### src/rtl/conv_frame_ctrl.sv
`timescale 1ns/1ps
// conv_frame_ctrl
// Frame sequencer for an external 3x3 convolution engine. It holds the nine
// kernel weights, gates the raster pixel stream into the engine, tracks
// results still inside the engine pipeline, and drops border results. Valid
// results go into a small output FIFO that is presented as a stream, and
// m_last marks the final result of the frame.
module conv_frame_ctrl #(
  parameter int IMG_WIDTH  = 32,
  parameter int IMG_HEIGHT = 32,
  parameter int PIPE_LAT   = 8,
  parameter int FIFO_DEPTH = 16
) (
  input  logic        clk,
  input  logic        rst_n,
  input  logic        cfg_we,
  input  logic [3:0]  cfg_addr,
  input  logic [7:0]  cfg_wdata,
  output logic [71:0] flat_weights,
  input  logic        start,
  input  logic        abort,
  output logic        busy,
  output logic        done,
  input  logic        s_valid,
  output logic        s_ready,
  input  logic [7:0]  s_data,
  output logic        eng_in_valid,
  output logic [7:0]  eng_in_data,
  input  logic        eng_out_valid,
  input  logic [31:0] eng_out_pixel,
  output logic        m_valid,
  input  logic        m_ready,
  output logic [31:0] m_data,
  output logic        m_last
);

  localparam int TOTAL = IMG_WIDTH * IMG_HEIGHT;
  localparam int IW    = $clog2(TOTAL + 1);
  localparam int CW    = $clog2(IMG_WIDTH);
  localparam int RW    = $clog2(IMG_HEIGHT);
  localparam int AW    = $clog2(FIFO_DEPTH);
  localparam int NW    = AW + 1;

  // Elaboration-time sanity checks on the geometry.
  if (PIPE_LAT < 1) begin : g_bad_pipe_lat
    $error("conv_frame_ctrl: PIPE_LAT must be at least 1");
  end
  if ((FIFO_DEPTH < 2) || ((FIFO_DEPTH & (FIFO_DEPTH - 1)) != 0)) begin : g_bad_fifo_depth
    $error("conv_frame_ctrl: FIFO_DEPTH must be a power of two >= 2");
  end
  if ((IMG_WIDTH < 3) || (IMG_HEIGHT < 3)) begin : g_bad_image
    $error("conv_frame_ctrl: image must be at least 3x3");
  end

  typedef enum logic [1:0] {IDLE, RUN, FLUSH, DONE} state_t;

  state_t         state_reg, state_next;
  logic [IW-1:0]  issued_reg;
  logic [CW-1:0]  out_col_reg;
  logic [RW-1:0]  out_row_reg;
  logic [NW-1:0]  inflight_reg;
  logic [AW-1:0]  wr_ptr_reg, rd_ptr_reg;
  logic [NW-1:0]  fifo_count_reg;
  logic [32:0]    fifo_mem [0:FIFO_DEPTH-1];

  logic transfer, out_run, push, pop, inflight_dec, fifo_clear, is_last;

  // Kernel weights, one register per tap; writable only while idle.
  for (genvar gi = 0; gi < 9; gi++) begin : g_weight
    logic [7:0] weight_reg;
    // Weight tap gi: loads on a matching cfg write in IDLE.
    always_ff @(posedge clk or negedge rst_n) begin
      if (!rst_n)
        weight_reg <= '0;
      else if (cfg_we && (state_reg == IDLE) && (cfg_addr == 4'(gi)))
        weight_reg <= cfg_wdata;
    end
    assign flat_weights[8*gi +: 8] = weight_reg;
  end

  // Input side: room is reserved for every result still in the engine so
  // the FIFO can never overflow even with m_ready held low.
  assign s_ready = (state_reg == RUN) && (issued_reg < IW'(TOTAL)) &&
                   (({1'b0, fifo_count_reg} + {1'b0, inflight_reg}) < (NW+1)'(FIFO_DEPTH));
  assign transfer     = s_valid && s_ready;
  assign eng_in_valid = transfer;
  assign eng_in_data  = s_data;

  // Output side: results only count toward the frame while running; in IDLE
  // (e.g. after a reset) and FLUSH they are dropped.
  assign out_run      = eng_out_valid && (state_reg == RUN);
  assign inflight_dec = eng_out_valid && (inflight_reg != '0);
  assign is_last      = (out_row_reg == RW'(IMG_HEIGHT - 1)) && (out_col_reg == CW'(IMG_WIDTH - 1));
  assign push         = out_run && (out_row_reg >= RW'(2)) && (out_col_reg >= CW'(2));
  assign fifo_clear   = (state_reg == RUN) && abort;
  assign m_valid      = (fifo_count_reg != '0);
  assign pop          = m_valid && m_ready;
  assign m_data       = m_valid ? fifo_mem[rd_ptr_reg][31:0] : 32'd0;
  assign m_last       = m_valid && fifo_mem[rd_ptr_reg][32];

  // Frame state register.
  always_ff @(posedge clk or negedge rst_n) begin
    if (!rst_n) state_reg <= IDLE;
    else        state_reg <= state_next;
  end

  // Next-state and status decode; abort has priority over completion.
  always_comb begin
    state_next = state_reg;
    busy       = 1'b0;
    done       = 1'b0;
    case (state_reg)
      IDLE:  if (start) state_next = RUN;
      RUN: begin
        busy = 1'b1;
        if (abort)
          state_next = FLUSH;
        else if ((issued_reg == IW'(TOTAL)) && (inflight_reg == '0) && (fifo_count_reg == '0))
          state_next = DONE;
      end
      FLUSH: begin
        busy = 1'b1;
        if (inflight_reg == '0) state_next = IDLE;
      end
      DONE: begin
        done       = 1'b1;
        state_next = IDLE;
      end
      default: state_next = IDLE;
    endcase
  end

  // Issued-pixel count and output raster position of the next engine result.
  always_ff @(posedge clk or negedge rst_n) begin
    if (!rst_n) begin
      issued_reg  <= '0;
      out_col_reg <= '0;
      out_row_reg <= '0;
    end else if ((state_reg == IDLE) && start) begin
      issued_reg  <= '0;
      out_col_reg <= '0;
      out_row_reg <= '0;
    end else begin
      if (transfer) issued_reg <= issued_reg + IW'(1);
      if (out_run) begin
        if (out_col_reg == CW'(IMG_WIDTH - 1)) begin
          out_col_reg <= '0;
          out_row_reg <= out_row_reg + RW'(1);
        end else begin
          out_col_reg <= out_col_reg + CW'(1);
        end
      end
    end
  end

  // Results issued to the engine but not yet returned.
  always_ff @(posedge clk or negedge rst_n) begin
    if (!rst_n) begin
      inflight_reg <= '0;
    end else begin
      case ({transfer, inflight_dec})
        2'b10:   inflight_reg <= inflight_reg + NW'(1);
        2'b01:   inflight_reg <= inflight_reg - NW'(1);
        default: inflight_reg <= inflight_reg;
      endcase
    end
  end

  // FIFO pointers and occupancy; abort empties it outright.
  always_ff @(posedge clk or negedge rst_n) begin
    if (!rst_n) begin
      wr_ptr_reg     <= '0;
      rd_ptr_reg     <= '0;
      fifo_count_reg <= '0;
    end else if (fifo_clear) begin
      wr_ptr_reg     <= '0;
      rd_ptr_reg     <= '0;
      fifo_count_reg <= '0;
    end else begin
      if (push) wr_ptr_reg <= wr_ptr_reg + AW'(1);
      if (pop)  rd_ptr_reg <= rd_ptr_reg + AW'(1);
      case ({push, pop})
        2'b10:   fifo_count_reg <= fifo_count_reg + NW'(1);
        2'b01:   fifo_count_reg <= fifo_count_reg - NW'(1);
        default: fifo_count_reg <= fifo_count_reg;
      endcase
    end
  end

  // FIFO storage: {last, pixel}; contents need no reset, occupancy gates reads.
  always_ff @(posedge clk) begin
    if (push) fifo_mem[wr_ptr_reg] <= {is_last, eng_out_pixel};
  end

endmodule

### config.mk
export PLATFORM = sky130hd
export DESIGN_NAME = conv_frame_ctrl
export DESIGN_NICKNAME = d
export VERILOG_FILES = /design/src/rtl/conv_frame_ctrl.sv
export SDC_FILE = /design/constraint.sdc
export NUM_CORES = 1
export LEC_CHECK = 0
export CAP_MARGIN = 20
export CORE_UTILIZATION = 40
export CTS_BUF_LIST = sky130_fd_sc_hd__clkbuf_16
export CTS_CLUSTER_DIAMETER = 80
export DETAILED_ROUTE_END_ITERATION = 8
export SETUP_SLACK_MARGIN = 0.1
export SYNTH_ARGS = -nofsm -noshare
export SYNTH_HDL_FRONTEND = slang
export SYNTH_SLANG_ARGS = --single-unit
export TNS_END_PERCENT = 1
### constraint.sdc
create_clock -name clk -period 8.2 [get_ports clk]
set_input_delay 1.23 -clock clk [delete_from_list [all_inputs] [get_ports clk]]
set_output_delay 1.23 -clock clk [all_outputs]
set_load 0.02 [all_outputs]
# After elaboration in Yosys (flattened, before gate mapping)
# Memories as Yosys holds them, arrays and structs flattened.
# Cells that the tools add are included.
# W data, S select, Z words.
[totals] wordCells=118 latchBits=0 inputBits=60 out_inout_bits=118 mem_bits_rw=528 romBits=0 n_memories=1 reg_bits=113
[op_classes] multipliers=0 n_mux=25 n_eq_ne=21 div_mod_pow=0 shift=0 order_cmp=4 bitwise=0 add_sub_neg=10 reduce_logical=40
[memory_table] memory="fifo_mem" depth=16 width=33 read_ports=1 rd_ports_with_merged_regs=0 write_ports=1 line_no="64" text="logic [32:0] fifo_mem [0:FIFO_DEPTH-1];"
[op_table] operator="$mux W5" count=7
[op_table] operator="$mux W32" count=1
[op_table] operator="$logic_and A1 B1 Y1" count=24
[op_table] operator="$mux W11" count=2
[op_table] operator="$add A5 B1 Y5 const B" count=4
[op_table] operator="$pmux W5 S2" count=2
[op_table] operator="$eq A4 B3 Y1 const B" count=4
[op_table] operator="$mux W4" count=4
[op_table] operator="$reduce_bool A2 Y1" count=6
[op_table] operator="$add A11 B1 Y11 const B" count=1
[op_table] operator="$eq A11 B11 Y1 const B" count=1
[op_table] operator="$lt A11 B11 Y1 const B" count=1
[op_table] operator="$eq A5 B5 Y1 const B" count=2
[op_table] operator="$ge A5 B2 Y1 const B" count=2
[op_table] operator="$logic_not A5 Y1" count=2
[op_table] operator="$reduce_bool A5 Y1" count=2
[op_table] operator="$sub A5 B1 Y5 const B" count=2
[op_table] operator="$add A4 B1 Y4 const B" count=2
[op_table] operator="$eq A2 B2 Y1 const B" count=4
[op_table] operator="$eq A4 B2 Y1 const B" count=2
[op_table] operator="$mux W2" count=4
[op_table] operator="$pmux W2 S4" count=1
[op_table] operator="$add A5 B5 Y6" count=1
[op_table] operator="$eq A2 B1 Y1 const B" count=3
[op_table] operator="other kinds (12)" count=16

# Longest topological paths before layout
# Gate-level depths: netlist of run 1.
[depth] ltp_word=7 mapped_depth=14 mapped_depth_nobuf=13

# Worst setup path before layout of run 1
# Ideal clock, no wire load.
[synth_timing] kind="register -> output" from="register rd_ptr_reg[0]" to="output m_data[0]" stages_incl_launch_ff=7 path_buffers=3 required_ps=6970 slack_ps=4508 arrival_ps=2462 cell_sequence="dfrtp_1 > clkbuf_1 > clkbuf_1 > buf_2 > mux4_2 > mux4_2 > and2_1"
[synth_via] elab_chain_cells=2
[synth_lines] element="start, declared" line_no="62" text="logic [AW-1:0] wr_ptr_reg, rd_ptr_reg;"
[synth_lines] element="start signal, assigned" line_no="181" text="if (pop) rd_ptr_reg <= rd_ptr_reg + AW'(1);"
[synth_lines] element="$mem_v2 Z16 W33"
[synth_lines] element="$mux W32" line_no="98" text="assign m_data = m_valid ? fifo_mem[rd_ptr_reg][31:0] : 32'd0;"
[synth_lines] element="end, declared" line_no="33" text="output logic [31:0] m_data,"
# No other way between the ends.

# Worst setup path in the final report of run 1
[layout_timing] from="register rd_ptr_reg[0]" to="output m_data[3]"
# Same word-level chain as after synthesis.

==> results of run 1 <==
-- critical path: cells and delay by family (launching register included) --
kind / cells / cell delay (ps)
buf+inv: 2 / 1210
flops: 1 / 1060
mux: 2 / 1110
simple gates: 1 / 180
-- synth_stat cells (2+ instances only) --
cell,n,area [um2]
buf_1,11,41.29
and3_1,10,62.56
nand2_1,19,71.32
a21oi_1,21,105.1
ha_1,30,375.4
and4_1,4,35.03
nor4_1,6,37.54
nand2b_1,3,18.77
nand3b_1,2,15.01
dfrtp_1,113,2828
mux4_2,165,3716
or4_1,3,22.52
nor2b_1,5,31.28
edfxtp_1,528,15860
fa_1,2,40.04
nor2_1,32,120.1
o21ai_0,13,65.06
mux2_2,72,810.8
clkbuf_1,32,120.1
buf_2,7,35.03
inv_1,19,71.32
xor2_1,7,61.31
nor3b_1,4,30.03
and2_1,45,281.5
or3_1,4,25.02
nand4_1,5,31.28
buf_4,8,60.06
a21o_1,3,22.52
nand3_1,16,80.08
nor3_1,13,65.06
mux2i_1,6,60.06
xnor2_1,13,113.9
-- kinds of logic after synthesis --
group	synth area share [%]
simple gates	3.861
fa+ha+maj	1.635
compound gates	0.9011
mux	18.10
flops	73.53
buf+inv	1.290
xor+xnor	0.6894
-- layout make-up --
cell class	instances	area [um2]
timing repair buffer	187	1814
fill	5213	32700
clock inverter	51	462.9
inverter	19	71.32
sequential	641	18690
multi-input combinational	514	6419
tap	846	1059
clock buffer	70	1752
-- layer usage --
metal	vias to the layer above	wire length [um]	GRT usage [%]
met2	328	27420	29.23
met5	-	55	0
met3	74	3283	4.281
met1	6515	23130	23.09
li1	5387	-	-
met4	8	976	4.389
-- through the flow --
step,cells,cell area (um2),hold slack [ps]
2_1_floorplan,1232,25410,464.1
3_3_place_gp,2206,28050,486.4
3_5_place_dp,2206,28050,492.3
4_1_cts,2327,30270,503.9
5_1_grt,2328,30270,513.5
6_report,2328,30270,502.1
-- power breakdown --
group | switching [mW] | leakage [nW] | internal (mW)
Clock | 1.25 | 1.11 | 1.80
Sequential | 0.269 | 6.25 | 3.74
Combinational | 1.45 | 2.95 | 1.68
Total | 2.96 | 10.3 | 7.22
-- worst min path at each step --
| stage | start | end | slack [ps] | cells after the start |
|---|---|---|---|---|
| floorplan | inflight_reg[4]$_DFFE_PN0P_ | inflight_reg[4]$_DFFE_PN0P_ | 460 | 1 |
| global placement | inflight_reg[4]$_DFFE_PN0P_ | inflight_reg[4]$_DFFE_PN0P_ | 490 | 1 |
| detailed placement | g_weight[1].weight_reg[1]$_DFFE_PN0P_ | g_weight[1].weight_reg[1]$_DFFE_PN0P_ | 490 | 1 |
| CTS | inflight_reg[4]$_DFFE_PN0P_ | inflight_reg[4]$_DFFE_PN0P_ | 500 | 1 |
| global route | g_weight[0].weight_reg[7]$_DFFE_PN0P_ | g_weight[0].weight_reg[7]$_DFFE_PN0P_ | 510 | 1 |
| finish | g_weight[7].weight_reg[5]$_DFFE_PN0P_ | g_weight[7].weight_reg[5]$_DFFE_PN0P_ | 500 | 1 |
-- layout by cell type, fill, tap and decap left out, types with 13 or more instances in the layout --
master,count
clkbuf_16,70
edfxtp_1,528
nor2_1,32
dfrtp_1,109
nand3_1,16
mux2_2,72
xnor2_1,13
a21oi_1,21
buf_4,25
and2_1,37
ha_1,30
clkdlybuf4s50_1,160
clkinv_1,20
mux4_2,165
inv_1,27
o21ai_0,13
nand2_1,19
nor3_1,13
==> results.md, run 1 <==
- Total of max-cap violations: 0
- RR Startpoint: state_reg[1]$_DFFE_PN0P_
- Vias in the first global route: ~13,000
- Post-Synthesis Net Count: around 1,300
- Final setup violating endpoints: 0
- Syn Std Cell Area: about 25,000 um2
- Worst vdd ir: 260.0 uV
- Cell variety after synth: 43
- Clock sink total: 641
- Final HPWL DP: 30,090 um
- Startpoint types: register
- CP max stage cell: dfrtp_4
- Final WS setup: roughly 2800 ps
- Longest Clk Path Bufs: 3
- Seq/Total Area, Yosys: approximately three quarters
- Slowest Stage Delay on Critical Path: around 1100 ps
- Remaining global-route overflow: 0
- First-pass GRT wire length: roughly 83,000 um
- Avg Synthesized Cell Area: 20.62 um2
- Die area: roughly 65,000 um2
- Final Power: slightly above 10 mW
- Initial antenna violation count: 4
- Global placer's final weighted congestion: around 0.74
- Post-CTS Setup Inserts: 0
- Top FF cell, synth: edfxtp_1
- Post-synthesis cell count: around 1,200
- Slew margin rel.: roughly a third
- Pwr dens: roughly 340 nW/um2
- Final Util: approximately half
- CTS tree: yes
- CTS root buf: clkbuf_16
- CTS resizes: 0
- DRT antenna net count: 0
- Die Y-Extent: 254.0 um
- CP Data Arrival Time: about 4200 ps
- Final period utilization: 66.24%
- RSZ-0062 raised after global routing: no
- F_max: around 180 MHz
- Initial Util: 40.35%
- Status: finished clean
- Worst Path Required: roughly 7000 ps
- Max FO, Critical Path: 89
- Worst R2R Path Depth: 8
- GRT Util Overall: between 15 and 20%
- Final hold viol count: 0
- I/O pin count: 178
- Layout cells sized above 1: between 20% and 30%
- Critical path class: reg2out
- Max-slew violations: 0
- Leakage: between 10 and 15 nW
- Setup crit end: m_data[3]
- Slew of the pin with the lowest slew margin: a little under 1000 ps
- Worst Setup SP: rd_ptr_reg[0]$_DFFE_PN0P_
- Initial drt markers: between 800 and 900
- RR Endpoint: fifo_mem[9][31]$_DFFE_PP_
- Clk_lat worst skew: 600 ps
- Clock-pin slew on the worst setup and hold paths: ~60 ps
- Largest net degree at the start of global routing: 90
- Rows: a little over 90
- Worst min path class: reg2reg
- Vias per cell: 5.289
- DRT Pass-1 Iters: 5
- Crit-path cells: buf_12, mux4_2, mux4_2, and2_1, clkdlybuf4s50_1
- Number of flip-flops in the largest register: roughly 530
- Async set-reset flop share out of synthesis: roughly 18%
- Diode count: 0
- Flops & latches, synth: around 640
- Final Routed Wirelength: between 50,000 and 60,000 um
- Max Clock Skew: between 15 and 20 ps
- Post-layout min period: about 5400 ps
- DR WL/cell: approximately 24 um
- Total CTS buffers: 68
- Area grow syn2layout: 19.13%
- R2r setup slk: ~4400 ps
- Via count: between 10,000 and 15,000
- CP most frequent cell: mux4_2
- H-tree Lvls: 3
- YS warnings: 0
- Std-Cell Core Area: between 60,000 and 70,000 um2
- DRC viols: 0
- Die width: approximately 250 um
- Port Buffer Count: between 150 and 200
- EDFF count, synth: between 500 and 600
- Critical path endpoint category: output pin
- Final #Nets: ~1,500
- Dpl ws: approximately 3200 ps
- # hold bufs at CTS: 0
- TNS Setup: 0 ps
Power figures use the tool's default switching activity.
==> run 2, diff against run 1 <==
- clock period: 8.2 -> 5.2 ns (I/O delays scaled with it)
==> results.md, run 2 (synthesis gave the netlist of run 1 again) <==
- H-tree Lvls: 3
- DRC viols: 0
- Status: finished clean
- Number of flip-flops in the largest register: around 530
- Initial antenna violation count: 4
- CP delay by family, top: multiplexers
- Worst R2R Path Depth: 7
- TNS Setup: 0 ps
- CTS tree: yes
- DR WL/cell: approximately 23 um
- Worst path bufs/invs: 2
- Final WS setup: approximately 840 ps
- Leakage: 10.32 nW
- Most frequent cells in the layout: edfxtp_1 (528), mux4_2 (165), clkdlybuf4s50_1 (160)
- CTS resizes: 0
- Final period utilization: between 80% and 90%
- Die area: approximately 65,000 um2
- Most common cell after layout, fill and taps aside: edfxtp_1
- Placed instance area: between 20,000 and 30,000 um2
- Worst Path Required: 4420 ps
- Max-slew violations: 0
- Largest net degree at the start of global routing: between 70 and 80
- GRT Util Overall: roughly 17%
- Via count: about 12,000
- F_max: approximately 230 MHz
- CTS root buf: clkbuf_16
- Final Instance Area: 30,270 um2
- Fill count: about 5,200
- RR Startpoint: state_reg[1]$_DFFE_PN0P_
- Slew of the pin with the lowest slew margin: about 1100 ps
- Worst Setup SP: rd_ptr_reg[0]$_DFFE_PN0P_
- Post-CTS Setup Inserts: 0
- Clock-pin slew on the worst setup and hold paths: around 60 ps
- Critical path endpoint category: output pin
- Post-layout min period: approximately 4400 ps
- DRT Pass-1 Iters: 6
- Rows: 92
- Std-Cell Core Area: 62,970 um2
- Slew margin rel.: approximately 26%
- Area grow syn2layout: 19.13%
- R2r setup slk: 1570 ps
- Die Y-Extent: approximately 250 um
- Longest Clk Path Bufs: 3
- Dpl ws: between 1000 and 1500 ps
- Final HPWL DP: a little over 30,000 um
- Initial Util: approximately 40%
- Final Routed Wirelength: between 50,000 and 60,000 um
- Max FO, Critical Path: 23
- Final Power: between 15 and 20 mW
- I/O pin count: around 180
- Worst vdd ir: around 380 uV
- RSZ-0062 raised after global routing: no
- Clock sink total: 641
- Pwr dens: 530.1 nW/um2
- Layout cells sized above 1: about 26%
- RR Endpoint: fifo_mem[3][18]$_DFFE_PP_
- Total of max-cap violations: 0
- Final setup violating endpoints: 0
- DRT antenna net count: 0
- First-pass GRT wire length: a little over 80,000 um
- Slowest Stage Delay on Critical Path: approximately 630 ps
- Max Clock Skew: roughly 40 ps
- Port Buffer Count: about 160
- Die width: ~250 um
- Worst min path class: in2async
- Crit-path cells: buf_4, mux4_2, mux4_2, and2_1, clkdlybuf4s50_1
- Diode count: 0
- Clk_lat worst skew: 610 ps
- Global placer's final weighted congestion: between 0.7 and 0.8
- CP Data Arrival Time: about 3600 ps
- Initial drt markers: about 900
- Critical path class: reg2out
- Remaining global-route overflow: 0
- Vias per cell: between 5 and 6
- CP most frequent cell: mux4_2
- Final hold viol count: 0
- Total CTS buffers: just under 70
- CP max stage cell: dfrtp_4
- Vias in the first global route: ~13,000
- Final #Nets: 1,520
- Startpoint types: register
- # hold bufs at CTS: 0
-- run 2: changes by cell type in the layout (fill, tap and decap cells not counted), sizes merged --
cell and delta:
bufinv -4, inv +4, buf -3, clkinvlp +3, clkinv -2, clkbuf +1
-- run 2: layout make-up --
cell class | instances | area, um2 | area share, %
Timing Repair Buffer | 183 | 1822 | 6.018
Tap cell | 846 | 1059 | 3.497
Clock buffer | 72 | 1802 | 5.952
Inverter | 19 | 71.32 | 0.2356
Sequential cell | 641 | 18690 | 61.75
Clock inverter | 52 | 405.4 | 1.339
Multi-Input combinational cell | 514 | 6419 | 21.20
-- run 2: worst max-delay path by stage --
| stage | endpoint | slack, ps | cells past startpoint |
|---|---|---|---|
| finish | m_data[29] | 840 | 5 |
| global route | m_data[29] | 640 | 5 |
| CTS | m_data[29] | 730 | 5 |
| detailed placement | fifo_mem[3][18]$_DFFE_PP_ | 1170 | 6 |
| global placement | fifo_mem[3][18]$_DFFE_PP_ | 1320 | 6 |
| floorplan | fifo_mem[0][0]$_DFFE_PP_ | 1900 | 9 |
-- run 2: routing by layer --
layer | routed length (um) | up-vias | track usage, % | part of all wire, %
li1 | - | 5392 | - | -
met1 | 23200 | 6550 | 23.00 | 44
met2 | 25270 | 293 | 26.64 | 48
met3 | 3183 | 88 | 4.599 | 6.1
met4 | 895 | 8 | 3.993 | 1.7
met5 | 41 | - | 0 | 0.078
-- run 2: metrics by stage --
step	utilization, %	hold WS [ps]	std cells
final	48.07	306.5	2327
after global routing	48.07	371.4	2327
after CTS	48.07	315.7	2326
after detailed placement	44.56	494.1	2202
after global placement	44.56	483.2	2202
after floorplan	-	464.1	1232
-- run 2: where the power goes --
part | internal, mW | total, mW | switching [mW]
clock network | 2.73 | 4.72 | 2.00
registers | 5.90 | 6.31 | 0.412
logic | 2.69 | 5.01 | 2.32
total | 11.3 | 16.0 | 4.73
